File: src/rtl/imm_field_encoder.sv
`default_nettype none
// ============================================================================
// Module  : imm_field_encoder
// Brief   : Scatters a 32-bit immediate into RV32I I/S/B/U/J field positions
//           of a base instruction and emits it through a 2-entry output FIFO.
//           Define IMM_RANGE_CHECK_EN to enable range/alignment checking.
// Revision: 1.0 - initial release
// ============================================================================
module imm_field_encoder #(
  parameter int ERR_CNT_W = 8
) (
  input  logic                 clk,
  input  logic                 rst,
  input  logic                 in_valid,
  output logic                 in_ready,
  input  logic [2:0]           in_type,
  input  logic [31:0]          in_imm,
  input  logic [31:0]          in_base,
  output logic                 out_valid,
  input  logic                 out_ready,
  output logic [31:0]          out_inst,
  output logic                 out_err,
  output logic [ERR_CNT_W-1:0] err_cnt
);

  localparam logic [2:0] c_type_r = 3'd0;
  localparam logic [2:0] c_type_i = 3'd1;
  localparam logic [2:0] c_type_s = 3'd2;
  localparam logic [2:0] c_type_b = 3'd3;
  localparam logic [2:0] c_type_u = 3'd4;
  localparam logic [2:0] c_type_j = 3'd5;

  typedef enum logic [1:0] {
    EMPTY = 2'd0,
    ONE   = 2'd1,
    FULL  = 2'd2
  } state_t;

  state_t                r_state;
  state_t                w_state_nxt;
  logic [31:0]           r_inst_mem [2];
  logic                  r_err_mem  [2];
  logic                  r_wr_ptr;
  logic                  r_rd_ptr;
  logic [ERR_CNT_W-1:0]  r_err_cnt;

  logic [31:0]           w_mask;
  logic [31:0]           w_field;
  logic [31:0]           w_inst;
  logic                  w_type_ok;
  logic                  w_range_ok;
  logic                  w_err;
  logic                  w_push;
  logic                  w_pop;

  // w_mask marks the bits the immediate occupies; w_field holds them scattered.
  always_comb begin
    w_mask    = '0;
    w_field   = '0;
    w_type_ok = 1'b1;
    case (in_type)
      c_type_r: ;
      c_type_i: begin
        w_mask  = 32'hFFF0_0000;
        w_field = {in_imm[11:0], 20'b0};
      end
      c_type_s: begin
        w_mask  = 32'hFE00_0F80;
        w_field = {in_imm[11:5], 13'b0, in_imm[4:0], 7'b0};
      end
      c_type_b: begin
        w_mask  = 32'hFE00_0F80;
        w_field = {in_imm[12], in_imm[10:5], 13'b0, in_imm[4:1], in_imm[11], 7'b0};
      end
      c_type_u: begin
        w_mask  = 32'hFFFF_F000;
        w_field = {in_imm[31:12], 12'b0};
      end
      c_type_j: begin
        w_mask  = 32'hFFFF_F000;
        w_field = {in_imm[20], in_imm[10:1], in_imm[11], in_imm[19:12], 12'b0};
      end
      default: w_type_ok = 1'b0;
    endcase
  end

`ifdef IMM_RANGE_CHECK_EN
  // Signed range checks: every bit above the field's sign bit must match it.
  always_comb begin
    w_range_ok = 1'b1;
    case (in_type)
      c_type_r: w_range_ok = (in_imm == 32'b0);
      c_type_i,
      c_type_s: w_range_ok = (&in_imm[31:11]) | ~(|in_imm[31:11]);
      c_type_b: w_range_ok = ((&in_imm[31:12]) | ~(|in_imm[31:12])) & ~in_imm[0];
      c_type_u: w_range_ok = (in_imm[11:0] == 12'b0);
      c_type_j: w_range_ok = ((&in_imm[31:20]) | ~(|in_imm[31:20])) & ~in_imm[0];
      default:  w_range_ok = 1'b1;
    endcase
  end
`else
  assign w_range_ok = 1'b1;
`endif

  assign w_err  = !w_type_ok || !w_range_ok;
  assign w_inst = (in_base & ~w_mask) | (w_range_ok ? w_field : 32'b0);
  assign w_push = in_valid && in_ready;
  assign w_pop  = out_valid && out_ready;

  always_ff @(posedge clk or posedge rst) begin
    if (rst) begin
      r_state <= EMPTY;
    end else begin
      r_state <= w_state_nxt;
    end
  end

  always_comb begin
    w_state_nxt = r_state;
    case (r_state)
      EMPTY: if (w_push) w_state_nxt = ONE;
      ONE: begin
        if (w_push && !w_pop)      w_state_nxt = FULL;
        else if (w_pop && !w_push) w_state_nxt = EMPTY;
      end
      FULL:    if (w_pop) w_state_nxt = ONE;
      default: w_state_nxt = EMPTY;
    endcase
  end

  always_ff @(posedge clk or posedge rst) begin
    if (rst) begin
      for (int i = 0; i < 2; i++) begin
        r_inst_mem[i] <= 32'b0;
        r_err_mem[i]  <= 1'b0;
      end
      r_wr_ptr  <= 1'b0;
      r_rd_ptr  <= 1'b0;
      r_err_cnt <= '0;
    end else begin
      if (w_push) begin
        r_inst_mem[r_wr_ptr] <= w_inst;
        r_err_mem[r_wr_ptr]  <= w_err;
        r_wr_ptr             <= ~r_wr_ptr;
        if (w_err && (r_err_cnt != {ERR_CNT_W{1'b1}})) begin
          r_err_cnt <= r_err_cnt + ERR_CNT_W'(1);
        end
      end
      if (w_pop) begin
        r_rd_ptr <= ~r_rd_ptr;
      end
    end
  end

  assign in_ready  = (r_state != FULL);
  assign out_valid = (r_state != EMPTY);
  assign out_inst  = r_inst_mem[r_rd_ptr];
  assign out_err   = r_err_mem[r_rd_ptr];
  assign err_cnt   = r_err_cnt;

endmodule
`default_nettype wire

File: config.mk
export PLATFORM = sky130hd
export DESIGN_NAME = imm_field_encoder
export DESIGN_NICKNAME = d
export VERILOG_FILES = /design/src/rtl/imm_field_encoder.sv
export SDC_FILE = /design/constraint.sdc
export NUM_CORES = 1
export LEC_CHECK = 0
export BUFFER_PORTS_ARGS = -buffer_cell sky130_fd_sc_hd__buf_4
export CAP_MARGIN = 25
export CORE_MARGIN = 3
export CORE_UTILIZATION = 45
export DETAILED_ROUTE_END_ITERATION = 10
export PLACE_DENSITY = 0.72
export SYNTH_ARGS = -nofsm -noshare
export SYNTH_HDL_FRONTEND = slang
export SYNTH_SLANG_ARGS = --single-unit
File: constraint.sdc
create_clock -name clk -period 3.5 [get_ports clk]
set_input_delay 0.35 -clock clk [delete_from_list [all_inputs] [get_ports clk]]
set_output_delay 0.35 -clock clk [all_outputs]
set_load 0.02 [all_outputs]
## Word level (Yosys, flattened, before mapping)

Cells that the tools add are included.

| operators by class | value |
|---|---|
| add/sub/neg operators | 1 |
| magnitude comparators | 3 |
| eq/ne operators | 12 |
| muxes and demuxes | 20 |
| bitwise gates (word level) | 7 |
| reduce and logical (&&, ||, !) cells | 17 |

Operator list:

| cell | count |
|---|---|
| $pmux W32 S5 | 1 |
| $mux W32 | 4 |
| $pmux W32 S3 | 1 |
| $bwmux W64 | 1 |
| $and A32 B32 Y32 | 1 |
| $demux W32 S1 | 1 |
| $not A32 Y32 | 1 |
| $or A32 B32 Y32 | 1 |
| $add A8 B1 Y8 const B | 1 |
| $mux W2 | 4 |
| $ne A8 B8 Y1 const B | 1 |
| $eq A3 B2 Y1 const B | 2 |
| $eq A3 B3 Y1 const B | 2 |
| $logic_and A1 B1 Y1 | 6 |
| $ne A2 B2 Y1 const B | 3 |
| $pmux W2 S3 | 1 |
| $reduce_or A6 Y1 | 1 |
| $mux W1 | 5 |
| $ge A2 B2 Y1 const B | 2 |
| $not A1 Y2 | 2 |
| $reduce_or A2 Y1 | 2 |
| $eq A3 B1 Y1 const B | 1 |
| $logic_not A1 Y1 | 3 |
| $logic_not A3 Y1 | 1 |
| 11 further kinds | 12 |

| storage, ports and cells | value |
|---|---|
| register bits | 78 |
| logic and storage cells | 68 |

## Longest topological paths before layout

Gate-level depths: netlist of run 1.

| depth | value |
|---|---|
| word-level depth | 7 |
| gate-level depth with buffers | 7 |
| mapped depth without buffers | 6 |

## Worst setup path after synthesis of run 1

Ideal clock, no wire load.

| timing | value |
|---|---|
| path type | register to register |
| start point | register r_err_cnt[0], in the netlist err_cnt[0] |
| end point | register r_err_cnt[1], in the netlist err_cnt[1] |
| library setup time | 0.125 ns |
| arrival time | 1.488 ns |
| slack | 1.887 ns |
| cell stages (with the launch flop) | 6 |
| buffers on the path | 0 |
| period minus slack after synthesis | 1.613 ns |
| cells stage by stage | dfrtp_1 > ha_1 > nand3_1 > nor2_1 > or3_4 > mux2_4 |

| between the ends | value |
|---|---|
| word-level cells in the longest chain between the ends | 3 |
| elaborated cells on any way between the ends | 4 |
| classes of those cells | add/sub: 1; eq/ne: 1; reduce/logical: 2 |

Ends and longest elaborated chain:

| element | RTL line | text |
|---|---|---|
| from (decl) | 45 | `logic [ERR_CNT_W-1:0] r_err_cnt;` |
| from (signal assigned) | 146 | `r_err_cnt <= r_err_cnt + ERR_CNT_W'(1);` |
| parallel branches: the longest is 3 deep, another holds $add A8 B1 Y8 | n/a |  |

Parallel ways; which one is timed is not known.
A chain may end at the register's enable or synchronous reset.

## Worst setup path in the final report of run 1

| timing | value |
|---|---|
| start point | register r_rd_ptr |
| end point | output out_inst[24] |

| between the ends | value |
|---|---|
| word-level cells in the longest chain between the ends | 4 |

Ends and longest elaborated chain:

| element | RTL line | text |
|---|---|---|
| from (decl) | 44 | `logic r_rd_ptr;` |
| from (signal assigned) | 150 | `r_rd_ptr <= ~r_rd_ptr;` |
| $not A1 Y2 (implied by the code) | 157 | `assign out_inst = r_inst_mem[r_rd_ptr];` |
| $mux W32 (implied by the code) (3 in a row) | 157 |  |
| to (decl) | 21 | `output logic [31:0] out_inst,` |

Every way passes these cells. The select of a mux whose other input is x is not followed.

==> impl_metrics.py, run 1 <==
metrics = {
    "synth": {
        "async_flop_share_pct": 100,
        "avgSynthCellArea_um2": 10.2,
        "synth_most_common_cell": "nand2_1",
        "ys_seq_area_share_pct": 49.4,
        "yosys.area.top_type": "dfrtp_1",
        "syn_nets": 460,
        "synth_edf_count": 0,
        "ys_seq_elements": 78,
        "ys_types": 38,
        "netlist_area_um2": 3950,
        "yosys-top-cells-count": "nand2_1, dfrtp_1, o21ai_0",
        "ys_warn_count": 0,
        "netlist_top_cells_area": "dfrtp_1, mux2_2, nand2_1",
        "synth_flop_cell": "dfrtp_1",
        "synthCells": 387,
        "synth_top_cell_area_share_pct": 49.4,
    },
    "clock_tree": {
        "cts_root_buf": "clkbuf_8",
        "ctsResizeCount": 0,
        "cts_made_buffers": 9,
        "h-tree-depth": 3,
        "postCtsSetupRepairBufs": 0,
        "cts_tree": "done",
        "clockBufferDepth": 2,
        "clkLatencyLatePin_ns": 0.35,
        "clk_pin_slew_worst_paths_ns": 0.08,
        "ctsHoldBuffers": 0,
        "cts_sinks": 78,
    },
    "run_status": {
        "outcome": "finished, violations left",
        "violations": "hold timing",
    },
    "setup_path": {
        "rrSetupSlack_ns": 1.30,
        "reg2reg_depth": 4,
        "slowest_delay_ns": 0.92,
        "cp_slowest_cell": "dfrtp_2",
        "endpoint_kind": "output pin",
        "timing.critical_path.buf_inv": 1,
        "crit_fanout": 34,
        "rr_endpoint": "r_inst_mem[32]$_DFFE_PP0P_",
        "crit_type": "register to output pin",
        "rr_startpoint": "r_state[0]$_DFFE_PP0P_",
        "arrival_ns": 1.87,
        "cpLargestDelayFamily": "flip-flops",
        "crit_path_start_kind": "register",
        "crit_chain": "mux2_2, buf_4",
        "crit_required_ns": 3.15,
    },
    "grt": {
        "grt_pass1_vias": 3116,
        "grt_pass1_wl_mm": 15.1,
        "grt.total_usage_pct": 19.0,
        "antenna_found_initial": 0,
        "overflow": 0,
        "grt_max_degree": 58,
    },
    "floorplan": {
        "die_x_um": 99.7,
        "fp.dieH_um": 99.7,
        "initial_core_util_pct": 47.1,
        "core-area_um2": 8380,
        "ios": 114,
        "die_area_um2": 9930,
        "row_count": 33,
    },
    "job": {
        "drv_cap": 0,
    },
    "detailed_routing": {
        "routedWlPerCell_um": 15.6,
        "vias": 3136,
        "ant_nets": 0,
        "drt_drc_violations_left": 0,
        "drtIter0Drc": 116,
        "dr.pass1.iters": 4,
        "vias_per_cell": 5.24,
        "totalWireLength_mm": 9.34,
    },
    "timing": {
        "setup-violations-final": 0,
        "relSlewSlack_pct": 44.1,
        "fmax_mhz": 451,
        "rsz0062_at_grt": "no",
        "fin_worst_hold_slack_ns": -0.000339,
        "min_period_ns": 2.22,
        "worstMarginPinSlew_ns": 0.838,
        "fin_worst_skew_ns": 0.0118,
        "setup_tns_ns": 0,
        "slew_viol_final": 0,
        "period_share_pct": 63.3,
        "hold_viol": 2,
    },
    "layout": {
        "nets": 562,
        "area_delta_synth_final_pct": 28.6,
        "antenna_cells": 0,
        "stdcell_count": 599,
        "num-fill-cells": 735,
        "drive_gt1_share_pct": 39.1,
    },
    "pwr": {
        "p_per_area_nw_per_um2": 862,
        "leakage_uw": 0.00242,
        "max-vdd-ir-drop_v": 0.000540,
    },
    "placed_design": {
        "post-dp-hpwl_mm": 6.62,
        "place.gp.congestion": 0.801,
        "portBuffers": 113,
        "dp_cells": 582,
    },
    "hold_path": {
        "hp-class": "input pin to asynchronous set/reset pin",
    },
}
sequential cells by signal (all words and copies together) (netlist names):
| signal | count |
|---|---|
| err_cnt | 8 |
| r_err_mem | 2 |
| r_inst_mem | 64 |
| r_rd_ptr | 1 |
| r_state | 2 |
| r_wr_ptr | 1 |
worst register-to-register path, cell delays in order (launching register included):
cell,delay [ns]
dfrtp_1,0.42
nand2b_1,0.31
nand3b_1,0.46
buf_4,0.48
mux2_2,0.41
cells by family (layout without fill, tap and decap cells):
| logic type | after synthesis | in the layout | synth area share (%) |
|---|---|---|---|
| simple gates | 126 | 126 | 14.9 |
| fa+ha+maj | 2 | 2 | 0.634 |
| flops | 78 | 78 | 49.4 |
| buf+inv | 29 | 136 | 3.55 |
| compound gates | 84 | 84 | 12.6 |
| xor+xnor | 3 | 3 | 0.666 |
| mux | 65 | 65 | 18.2 |
through the flow:
step / setup slack, ns / cell area (um^2) / total power [uW] / utilization, %
2_1_floorplan: 1.15 / 3950 / 2870 / -
3_3_place_gp: 1.39 / 4830 / 3580 / 57.6
3_5_place_dp: 1.33 / 4830 / 3640 / 57.6
4_1_cts: 1.25 / 5060 / 4410 / 60.3
5_1_grt: 1.09 / 5080 / 4670 / 60.6
6_report: 1.28 / 5080 / 4370 / 60.6
routing by layer:
metal  vias to the layer above  GRT usage (%)  part of all wire [%]
met5                         -              0                     0
met4                         0           4.41                  0.64
met3                         7           5.54                   6.1
met2                        84           32.2                    51
met1                      1487           24.1                    42
li1                       1558              -                     -
power by group:
group	total (uW)	internal [uW]	switching [uW]
sequential	1620	1310	309
combinational	1990	976	1020
clock	760	411	348
total	4370	2700	1680
cells in the final DEF, fill, tap and decap left out, types with 4 or more instances in the layout:
master | synthesis | final
nor3_1 | 6 | 6
o21ai_0 | 54 | 54
nand2_1 | 80 | 80
clkbuf_8 | 0 | 9
mux2i_1 | 15 | 15
mux2_2 | 49 | 49
nor2b_1 | 15 | 15
buf_4 | 1 | 116
dfrtp_1 | 78 | 77
nand2b_1 | 4 | 4
o311ai_0 | 6 | 6
a222oi_1 | 4 | 4
a21o_1 | 6 | 6
worst max path at each step:
| stage | start | to | slack [ns] | cells after the start |
|---|---|---|---|---|
| after floorplan | rst | err_cnt[0]$_DFFE_PP0P_ | 1.15 | 1 |
| after global placement | r_state[0]$_DFFE_PP0P_ | r_inst_mem[38]$_DFFE_PP0P_ | 1.39 | 4 |
| after detailed placement | r_state[0]$_DFFE_PP0P_ | r_inst_mem[11]$_DFFE_PP0P_ | 1.33 | 4 |
| after CTS | r_rd_ptr$_DFFE_PP0P_ | out_inst[19] | 1.25 | 2 |
| after global routing | r_state[0]$_DFFE_PP0P_ | r_inst_mem[32]$_DFFE_PP0P_ | 1.09 | 4 |
| final | r_rd_ptr$_DFFE_PP0P_ | out_inst[24] | 1.28 | 2 |
layout make-up:
type / count / area [um^2] / share of cell area [%]
Clock inverter: 7 / 104 / 2.05
Tap cell: 105 / 131 / 2.59
Clock buffer: 9 / 124 / 2.44
Multi-Input combinational cell: 280 / 1860 / 36.7
Timing Repair Buffer: 117 / 891 / 17.5
Inverter: 3 / 12.5 / 0.246
Sequential cell: 78 / 1950 / 38.5
No activity file was read; power rests on OpenSTA's default activity.
==> run 2, diff against run 1 <==
PLACE_DENSITY = 0.75   (was 0.72)
clock period = 2 ns   (was 3.5 ns; I/O delays follow)
==> impl_metrics.py, run 2 (synthesis results as in run 1) <==
metrics = {
    "pwr": {
        "max-vdd-ir-drop_v": 0.000755,
        "p_per_area_nw_per_um2": 1480,
        "leakage_uw": 0.00244,
        "fin_total_pwr_uw": 7550,
    },
    "grt": {
        "grt_max_degree": 60,
        "grt_pass1_vias": 3220,
        "grt_pass1_wl_mm": 15.1,
        "antenna_found_initial": 0,
        "grt.total_usage_pct": 19.0,
        "overflow": 0,
    },
    "clock_tree": {
        "clockBufferDepth": 2,
        "cts_made_buffers": 9,
        "cts_tree": "done",
        "cts_root_buf": "clkbuf_8",
        "clk_pin_slew_worst_paths_ns": 0.08,
        "h-tree-depth": 3,
        "ctsResizeCount": 0,
        "cts_sinks": 78,
        "clkLatencyLatePin_ns": 0.34,
    },
    "timing": {
        "relSlewSlack_pct": 55.9,
        "setup_tns_ns": 0,
        "fmax_mhz": 519,
        "worstMarginPinSlew_ns": 0.660,
        "slew_viol_final": 0,
        "rsz0062_at_grt": "no",
        "hold_viol": 0,
        "setup-violations-final": 0,
        "fin_worst_skew_ns": 0.00951,
        "min_period_ns": 1.93,
        "period_share_pct": 96.4,
    },
    "hold_path": {
        "hp-class": "input pin to register",
        "holdPathStages": 3,
    },
    "layout": {
        "nets": 567,
        "antenna_cells": 0,
        "largest_reg_flops": 64,
        "num-fill-cells": 733,
        "regMostFlops": "r_inst_mem",
        "area_delta_synth_final_pct": 29.6,
        "mostFrequentLayoutCell": "buf_4",
        "drive_gt1_share_pct": 39.5,
        "final_cell_mix": "buf_4, nand2_1, dfrtp_1, o21ai_0, mux2_2",
    },
    "setup_path": {
        "crit_fanout": 20,
        "crit_type": "register to output pin",
        "arrival_ns": 1.73,
        "crit_required_ns": 1.80,
        "endpoint_kind": "output pin",
        "reg2reg_depth": 4,
        "crit_path_start_kind": "register",
    },
    "detailed_routing": {
        "drt_drc_violations_left": 0,
        "vias": 3166,
        "ant_nets": 0,
        "dr.pass1.iters": 4,
        "totalWireLength_mm": 9.24,
        "vias_per_cell": 5.24,
        "routedWlPerCell_um": 15.3,
        "drtIter0Drc": 94,
    },
    "floorplan": {
        "die_x_um": 99.7,
        "fp.dieH_um": 99.7,
        "initial_core_util_pct": 47.1,
        "die_area_um2": 9930,
        "core-area_um2": 8380,
        "ios": 114,
        "row_count": 33,
    },
    "run_status": {
        "outcome": "finished clean",
    },
    "placed_design": {
        "place.gp.congestion": 0.748,
        "post-dp-hpwl_mm": 6.75,
        "portBuffers": 113,
    },
    "job": {
        "drv_cap": 0,
    },
}
## run 2: cell types whose count changed in the layout (fill, tap and decap cells not counted), sizes merged
cell | before | now
bufinv | 2 | 1
inv | 5 | 2
clkbuf | 9 | 10
buf | 117 | 121
clkinv | 1 | 4
dlygate4sd3 | 0 | 1
## run 2: report_power, final
group | total [uW] | internal [uW] | leakage [uW] | switching, uW
clock | 1170 | 606 | 0.000102 | 568
sequential | 2760 | 2300 | 0.000962 | 461
combinational | 3610 | 1760 | 0.00138 | 1850
total | 7550 | 4660 | 0.00244 | 2880
## run 2: path summary, 6_finish.rpt
kind                                                 from  slack (ns)                          to
worst max-delay path                 r_rd_ptr$_DFFE_PP0P_        0.07                out_inst[31]
worst min-delay path                           in_base[0]        0.06   r_inst_mem[0]$_DFFE_PP0P_
worst max register to register     r_state[0]$_DFFE_PP0P_        0.28  r_inst_mem[63]$_DFFE_PP0P_
worst min register to register  r_inst_mem[0]$_DFFE_PP0P_        0.48   r_inst_mem[0]$_DFFE_PP0P_
max in group asynchronous                             rst        0.89  r_inst_mem[20]$_DFFE_PP0P_
min in group asynchronous                             rst        0.50   r_inst_mem[2]$_DFFE_PP0P_
## run 2: critical path, cell delays in order, from the launching register on
cell,delay (ns)
dfrtp_2,0.62
buf_12,0.23
mux2_2,0.36
buf_4,0.16
## run 2: repair_timing
| item | CTS | global route |
|---|---|---|
| setup endpoints to repair | 0 | 0 |
| hold buffers | 1 | 0 |
| endpoints found under the hold margin | 28 | 0 |
| setup buffers | 0 | 0 |
## run 2: through the flow
step                hold slack, ns  util [%]  area [um^2]  instances  setup slack [ns]
floorplan                    0.305         -         3950        387             0.387
global placement             0.316      58.5         4910        587             0.367
detailed placement           0.331      58.5         4910        587             0.276
CTS                         0.0458      61.0         5110        604            0.0457
global route                0.0398      61.0         5110        604          0.000180
finish                      0.0563      61.0         5110        604            0.0724
## run 2: final cells by class
type | instances | area, um^2 | area share (%)
Clock buffer | 10 | 138 | 2.69
Clock inverter | 6 | 61.3 | 1.20
Inverter | 3 | 15.0 | 0.294
Multi-Input combinational cell | 280 | 1860 | 36.4
Sequential cell | 78 | 1950 | 38.2
Tap cell | 105 | 131 | 2.57
Timing Repair Buffer | 122 | 956 | 18.7
## run 2: routing by layer
metal  vias to the layer above  wire length [um]  global-route usage (%)
met4                         0                98                    5.04
met1                      1488              3990                    24.4
met3                        12               607                    4.56
met5                         -                 0                       0
li1                       1571                 -                       -
met2                        95              4540                    32.0
